**src/rtl/mem_stage.sv**
```systemverilog
// MEM pipeline stage: latches EX results, waits for the data-SRAM response, aligns load data for WB.
// Optional MS_STALL_CNT_EN adds the ms_stall_cycles counter output.
module mem_stage (
  input  logic        clk,
  input  logic        resetn,
  input  logic        es_to_ms_valid,
  output logic        ms_allowin,
  input  logic [31:0] es_pc,
  input  logic [37:0] es_rf_collect,
  input  logic [4:0]  es_ld_op,
  input  logic        es_mem_req,
  input  logic [6:0]  es_to_ms_bus,
  input  logic        data_sram_data_ok,
  input  logic [31:0] data_sram_rdata,
  input  logic        ws_allowin,
  output logic        ms_to_ws_valid,
  output logic [31:0] ms_pc,
  output logic [37:0] ms_rf_collect,
  output logic [6:0]  ms_to_ws_bus,
  output logic [38:0] ms_rf_fwd,
  output logic        ms_ex_pending,
  input  logic        wb_ex,
  input  logic        ertn_flush
`ifdef MS_STALL_CNT_EN
  ,
  output logic [31:0] ms_stall_cycles
`endif
);

  logic        vld_p1;
  logic [31:0] pc_p1;
  logic [37:0] rf_p1;
  logic [4:0]  ld_op_p1;
  logic        mem_req_p1;
  logic [6:0]  ex_p1;
  logic        discard;
  logic        rbuf_valid;
  logic [31:0] rbuf;

  logic        flush;
  logic        ready_go;
  logic        resp_ok;
  logic        to_ws_fire;
  logic        accept;
  logic [31:0] rdata_eff;
  logic [31:0] wdata;

  // ld_op is one-hot {ld_b, ld_bu, ld_h, ld_hu, ld_w}
  function automatic logic [31:0] load_align(input logic [4:0]  op,
                                             input logic [1:0]  addr,
                                             input logic [31:0] rdata);
    logic        [7:0]  b;
    logic        [15:0] h;
    logic signed [31:0] bs;
    logic signed [31:0] hs;
    case (addr)
      2'd0:    b = rdata[7:0];
      2'd1:    b = rdata[15:8];
      2'd2:    b = rdata[23:16];
      default: b = rdata[31:24];
    endcase
    h  = addr[1] ? rdata[31:16] : rdata[15:0];
    bs = 32'(signed'(b));
    hs = 32'(signed'(h));
    case (1'b1)
      op[4]:   load_align = bs;
      op[3]:   load_align = {24'd0, b};
      op[2]:   load_align = hs;
      op[1]:   load_align = {16'd0, h};
      default: load_align = rdata;
    endcase
  endfunction

  assign flush      = wb_ex | ertn_flush;
  assign ready_go   = ~mem_req_p1 | rbuf_valid | (data_sram_data_ok & ~discard);
  assign resp_ok    = vld_p1 & mem_req_p1 & ~rbuf_valid & data_sram_data_ok & ~discard;
  assign ms_allowin = ~vld_p1 | (ready_go & ws_allowin);
  assign ms_to_ws_valid = vld_p1 & ready_go;
  assign to_ws_fire = ms_to_ws_valid & ws_allowin;
  assign accept     = es_to_ms_valid & ms_allowin;

  // EX -> MS boundary
  always_ff @(posedge clk) begin
    if (!resetn) begin
      vld_p1 <= 1'b0;
    end else if (flush) begin
      vld_p1 <= 1'b0;
    end else if (ms_allowin) begin
      vld_p1 <= es_to_ms_valid;
    end
  end

  always_ff @(posedge clk) begin
    if (!resetn) begin
      pc_p1      <= 32'd0;
      rf_p1      <= 38'd0;
      ld_op_p1   <= 5'd0;
      mem_req_p1 <= 1'b0;
      ex_p1      <= 7'd0;
    end else if (accept) begin
      pc_p1      <= es_pc;
      rf_p1      <= es_rf_collect;
      ld_op_p1   <= es_ld_op;
      mem_req_p1 <= es_mem_req;
      ex_p1      <= es_to_ms_bus;
    end
  end

  // A flushed request still owes one response; it must not satisfy whatever comes next.
  always_ff @(posedge clk) begin
    if (!resetn) begin
      discard <= 1'b0;
    end else if (discard & data_sram_data_ok) begin
      discard <= 1'b0;
    end else if (flush & vld_p1 & mem_req_p1 & ~rbuf_valid & ~data_sram_data_ok) begin
      discard <= 1'b1;
    end
  end

  always_ff @(posedge clk) begin
    if (!resetn) begin
      rbuf_valid <= 1'b0;
    end else if (flush | to_ws_fire) begin
      rbuf_valid <= 1'b0;
    end else if (resp_ok & ~ws_allowin) begin
      rbuf_valid <= 1'b1;
    end
  end

  always_ff @(posedge clk) begin
    if (resp_ok & ~ws_allowin & ~rbuf_valid) begin
      rbuf <= data_sram_rdata;
    end
  end

`ifdef MS_STALL_CNT_EN
  always_ff @(posedge clk) begin
    if (!resetn) begin
      ms_stall_cycles <= 32'd0;
    end else if (vld_p1 & ~ready_go) begin
      ms_stall_cycles <= ms_stall_cycles + 32'd1;
    end
  end
`endif

  // MS -> WB boundary
  assign rdata_eff = rbuf_valid ? rbuf : data_sram_rdata;
  assign wdata     = (|ld_op_p1) ? load_align(ld_op_p1, rf_p1[1:0], rdata_eff) : rf_p1[31:0];

  assign ms_pc         = pc_p1;
  assign ms_rf_collect = {rf_p1[37:32], wdata};
  assign ms_to_ws_bus  = ex_p1;
  assign ms_rf_fwd     = {vld_p1 & (|ld_op_p1) & ~ready_go, rf_p1[37] & vld_p1, rf_p1[36:32], wdata};
  assign ms_ex_pending = vld_p1 & (|ex_p1);

endmodule

```
**config.mk**
```make
export PLATFORM = sky130hd
export DESIGN_NAME = mem_stage
export DESIGN_NICKNAME = d
export VERILOG_FILES = /design/src/rtl/mem_stage.sv
export SDC_FILE = /design/constraint.sdc
export NUM_CORES = 1
export LEC_CHECK = 0
export CORE_UTILIZATION = 44
export DETAILED_ROUTE_END_ITERATION = 7
export PLACE_DENSITY = 0.92
export SYNTH_ARGS = -nofsm -noshare
export SYNTH_HDL_FRONTEND = slang
export SYNTH_SLANG_ARGS = --single-unit
```
**constraint.sdc**
```tcl
create_clock -name clk -period 5.6 [get_ports clk]
set_clock_uncertainty 0.1 [all_clocks]
set_input_delay 0.56 -clock clk [delete_from_list [all_inputs] [get_ports clk]]
set_output_delay 0.56 -clock clk [all_outputs]
set_load 0.01 [all_outputs]
```
# Word-level counts from Yosys, hierarchy flattened
# Index checks and enable logic that the tools add are counted.
[word_totals] reg_bits=118 input_bits=122 output_inout_bits=119 wordCells=58
[op_classes] eq_ne=2 n_mux=8 bitwise_logic=33 reduce_logical=6
[ops] operator="$mux 32" count=6
[ops] operator="$pmux 8 s3" count=1
[ops] operator="$and 1x1->1" count=20
[ops] operator="$mux 16" count=1
[ops] operator="$not 1->1" count=8
[ops] operator="$reduce_or 7->1" count=1
[ops] operator="$reduce_or 2->1" count=3
[ops] operator="$or 1x1->1" count=5
[ops] operator="$reduce_or 5->1" count=1
[ops] operator="$eq 2x1->1 const B" count=1
[ops] operator="$eq 2x2->1 const B" count=1
[ops] operator="$logic_not 2->1" count=1

# Depth between registers and ports, before layout
[depth] word_depth=7 ltp_mapped=8 depth_no_buf=5

# Least setup slack after synthesis
# Ideal clock, no wire load.
[synth_timing] path_kind="register to register" from="register rbuf_valid" to="register rbuf[0] (enable)" setup_time_ps=468 t_arrival_ps=3448 required_time_ps=5032 path_slack_ps=1584 path_stages_with_launch=6 n_path_buf=3 synth_period_minus_slack_ps=4016 path_cell_list="dfxtp_1 > buf_6 > buf_2 > buf_2 > nand3b_1 > nor3b_1"
[synth_between] elab_chain_len=6
[synth_rtl] item="from (decl)" line="37" source="logic rbuf_valid;"
[synth_rtl] item="from (signal assigned)" line="122" source="rbuf_valid <= 1'b0;"
[synth_rtl] item="from (signal assigned)" line="124" source="rbuf_valid <= 1'b0;"
[synth_rtl] item="from (signal assigned)" line="126" source="rbuf_valid <= 1'b1;"
[synth_rtl] item="$not 1->1 (*)" line="76, 131"
[synth_rtl] item="$and 1x1->1 (3 in a row)" line="76" source="assign resp_ok = vld_p1 & mem_req_p1 & ~rbuf_valid & data_sram_data_ok & ~discard;"
[synth_rtl] item="$and 1x1->1" line="131" source="if (resp_ok & ~ws_allowin & ~rbuf_valid) begin"
[synth_rtl] item="$and 1x1->1 (*)" line="131"
[synth_rtl] item="to (signal assigned)" line="132" source="rbuf <= data_sram_rdata;"
[synth_rtl] item="to (decl)" line="38" source="logic [31:0] rbuf;"
# Mark *: on every way between the ends. The rest lies on a longest branch, timed or not.
# A chain may end at the register's enable or synchronous reset.

# Final worst setup path
[layout_timing] from="register ld_op_p1[0]" to="output port ms_rf_fwd[5]"
[layout_between] elab_chain_len=2
[layout_rtl] item="from (decl)" line="33" source="logic [4:0] ld_op_p1;"
[layout_rtl] item="from (signal assigned)" line="103" source="ld_op_p1 <= es_ld_op;"
[layout_rtl] item="$reduce_or 5->1" line="148" source="assign wdata = (|ld_op_p1) ? load_align(ld_op_p1, rf_p1[1:0], rdata_eff) : rf_p1[31:0];"
[layout_rtl] item="$mux 32" line="148"
[layout_rtl] item="to (decl)" line="20" source="output logic [38:0] ms_rf_fwd,"
# No other way between the ends.

==> impl.org <==
** Routing
- Dividing the detail-routed via count by the number of cells gives 5.392.
- For this block, the initial DRC count from the detailed router was 407.
- Count of antenna-violating nets left after detailed routing :: 0
- DRC violation count after routing :: 0
- Total vias in the final route :: 5085
- Total wire length :: 17880 um
- Before antenna repair, the detailed router went through 5 iterations.
- Dividing the detail-routed wire length by the instance count gives 18.96 um.

** Setup path
- Arrival time of data at the critical path endpoint :: 3.40 ns
- For the worst setup path, the data required time is 4.94 ns.
- Count of buffering cells on the critical path with inverters included :: 1
- Worst setup path category :: reg -> out
- On the critical path the largest part of the delay comes from simple AND/OR/NAND/NOR gates.
- STA classifies the critical path endpoint as an output pin.
- The slowest stage of the critical path belongs to the cell sky130_fd_sc_hd__nand2_1.
- Traced cell by cell, the critical path runs through nor3_1, nand2_1, o21ai_0, o21ai_0, clkdlybuf4s50_1.
- CP Max Fanout :: 25
- Launch point of the critical path :: ld_op_p1[0]
- Worst Setup Start Kind :: register
- Worst r2r src :: discard
- In this design, the stage delay of the slowest critical-path cell is 0.82 ns.
- Critical path's most frequent cell :: sky130_fd_sc_hd__o21ai_0

** Hold path
- The min-delay analysis places its worst path in the category reg -> reg.
- Hold path startpoint :: discard

** Global route
- Entering global routing, the biggest net connects 86 pins.
- The first global-routing pass estimated 28070 um of wire.
- Summed over all layers, the global routing overflow is 0.
- Number of antenna violations at the first check in global routing :: 0
- The number of global-route vias before repair came to 5285.
- All-Layer GR Usage :: 26.14%

** Timing
- Worst max-slew margin expressed relative to the limit :: 17.81%
- The worst path needs 4.055 ns of the cycle, external delays included.
- For the pin with the worst max-slew slack, the measured transition is 1.233 ns.
- Fin crit share :: 72.42%
- The count of pins over their slew limit is 0.
- For this run, the top clock speed supported by timing is 0.2466 GHz.
- Unrepaired setup endpoints after global routing :: false
- Hold Vio Cnt, Final :: 0
- Final Setup Violations :: 0
- Setup ws final :: 1.545 ns
- Setup total negative slack :: 0 ns

** Floorplanning
- The initial utilization of the core area, before any placement, comes to 45.12%.
- Floorplan die height :: 118.5 um
- The die covers 0.01405 mm^2.
- The die is 118.5 um wide.
- The floorplan has 42 rows.
- Area of the placeable core :: 0.01324 mm^2
- 241 I/O pins were placed.

** Clock tree
- Clock insertion delay at the later pin of the skew report :: 0.42 ns
- Clock tree synthesis selected as its root buffer the cell sky130_fd_sc_hd__clkbuf_16.
- TritonCTS clock tree :: done
- Clock-pin slew was measured on the worst setup and hold paths at 0.06 ns.
- The number of clock buffers added by TritonCTS is 17.
- Buffers inserted to repair hold after CTS numbered 0.
- Post-CTS resize count :: 0
- Post-CTS Setup Bufs :: 0
- Clock Tree Buf Depth :: 2
- The H-tree was split into 4 levels.
- Sinks on the clock net :: 118

** Logic synthesis
- Area share of the largest cell type after synthesis :: 28.81%
- sky130_fd_sc_hd__mux2i_1 is the most common cell in the netlist.
- For this run, the number of Yosys warnings is 0.
- Sorting the synthesized cells by how often they occur yields sky130_fd_sc_hd__mux2i_1, sky130_fd_sc_hd__nor2b_1, sky130_fd_sc_hd__dfxtp_1.
- Sequential area share after synthesis :: 44.89%
- The largest total area in the synthesized netlist belongs to sky130_fd_sc_hd__dfxtp_1.
- The synthesized design contains 32 enable-type register cells.
- When the netlist entered floorplanning its net count stood at 689.
- Number of standard cells after synthesis :: 567
- Dominant synthesized flop cell :: sky130_fd_sc_hd__dfxtp_1
- In this run the mean area of a mapped cell was 10.54 um^2.
- Of all flip-flops after synthesis, the portion carrying an async set or reset was 0%.
- Count of cell types in the netlist :: 40
- Cell area after synthesis :: 0.005976 mm^2
- Cell types with the largest area share after synthesis :: sky130_fd_sc_hd__dfxtp_1, sky130_fd_sc_hd__mux2i_1, sky130_fd_sc_hd__edfxtp_1, sky130_fd_sc_hd__nor2b_1, sky130_fd_sc_hd__buf_4
- Synthesized flop and latch total :: 118

** Job
- Max-cap viol count :: 0

** Placed design
- IO Port Bufs :: 240
- OpenSTA, run right after detailed placement, puts the worst setup slack at 1.752 ns.
- Detailed placement ended at an HPWL of 12760 um.
- Routability-driven placement finished with a final weighted congestion of 0.8490.

** Run status
- Run status :: finished clean

** Pwr
- IR drop worst, VDD :: 0.2088 mV
- Leakage :: 3.333 nW
- Dividing total power by cell area gives a power density of 304.6 mW/mm^2.

** Layout
- Compared with the post-synthesis result, the final layout area differs by 47.03%.
- Cells with a size suffix above 1 make up 9.008% of the layout.
- In the final design database the tool counted 875 nets.
routing by layer:
layer	GRT usage (%)	vias up	wire (um)
li1	-	2325	-
met1	29.60	2376	6892
met2	42.21	323	8394
met3	9.797	61	1814
met4	14.87	0	778
met5	0	-	0
worst min-delay path, cell delays in order, from the launching register on:
cell and delay, ns:
sky130_fd_sc_hd__dfxtp_1 0.31, sky130_fd_sc_hd__nor2_1 0.11, sky130_fd_sc_hd__nor3b_1 0.05
report_power, final:
| part | internal, mW | leakage [nW] | switching [mW] |
|---|---|---|---|
| logic | 0.362 | 2.04 | 0.277 |
| clock network | 0.709 | 0.297 | 0.384 |
| registers | 0.914 | 0.998 | 0.0296 |
through the flow:
stage | std cells | utilization (%) | instance area (um^2) | hold WS (ns) | power, mW
final | 943 | 66.35 | 8786 | 0.4138 | 2.676
after global routing | 942 | 66.33 | 8783 | 0.4404 | 2.772
after CTS | 942 | 66.33 | 8783 | 0.4214 | 2.689
after detailed placement | 910 | 61.77 | 8180 | 0.4090 | 1.594
after global placement | 910 | 61.77 | 8180 | 0.3914 | 1.577
after floorplan | 567 | - | 5976 | 0.3729 | 1.288
cells by family after synthesis:
family	share of synthesized area (%)
DFF	44.89
muxes	23.81
AOI/OAI and AO/OA	7.203
and+or+nand+nor	15.87
buffers and inverters	8.229
final timing paths:
path	slack, ns	depth (start not counted)	end
max	1.54	5	ms_rf_fwd[5]
min	0.41	2	discard
max reg2reg	2.76	6	rf_p1[9]
min reg2reg	0.41	2	discard
registers in the layout (all words and copies together) (netlist names):
signal,count
discard,1
rbuf,32
ms_to_ws_bus,7
rf_p1,38
rbuf_valid,1
ld_op_p1,5
vld_p1,1
mem_req_p1,1
ms_pc,32
placed cells by master, fill, tap and decap left out, types with 2 or more instances in the layout:
master,instances
sky130_fd_sc_hd__nor2b_1,89
sky130_fd_sc_hd__clkbuf_16,19
sky130_fd_sc_hd__mux2_2,11
sky130_fd_sc_hd__nor3_1,3
sky130_fd_sc_hd__a211oi_1,6
sky130_fd_sc_hd__nand3_1,4
sky130_fd_sc_hd__o21ai_0,7
sky130_fd_sc_hd__nor4_1,2
sky130_fd_sc_hd__a21oi_1,21
sky130_fd_sc_hd__clkinv_2,3
sky130_fd_sc_hd__and2_1,2
sky130_fd_sc_hd__clkdlybuf4s50_1,239
sky130_fd_sc_hd__mux4_2,13
sky130_fd_sc_hd__o22a_1,7
sky130_fd_sc_hd__clkbuf_1,3
sky130_fd_sc_hd__buf_4,5
sky130_fd_sc_hd__a311oi_1,2
sky130_fd_sc_hd__clkbuf_8,4
sky130_fd_sc_hd__edfxtp_1,32
sky130_fd_sc_hd__nor2_1,36
sky130_fd_sc_hd__dfxtp_1,85
sky130_fd_sc_hd__o211ai_1,7
sky130_fd_sc_hd__a31oi_1,8
sky130_fd_sc_hd__mux2i_1,99
sky130_fd_sc_hd__or2_2,2
sky130_fd_sc_hd__nand2_1,33
sky130_fd_sc_hd__o21ai_1,2
final cells by class:
cell class,count,area (um^2)
timing repair buffer,246,2455
tap,176,220.2
clock inverter,6,61.31
clock buffer,26,541.8
fill,974,4457
inverter,1,3.754
sequential,118,2684
antenna,1,2.502
multi-input combinational,369,2818
Note: power is estimated with default switching activity, not from simulation.
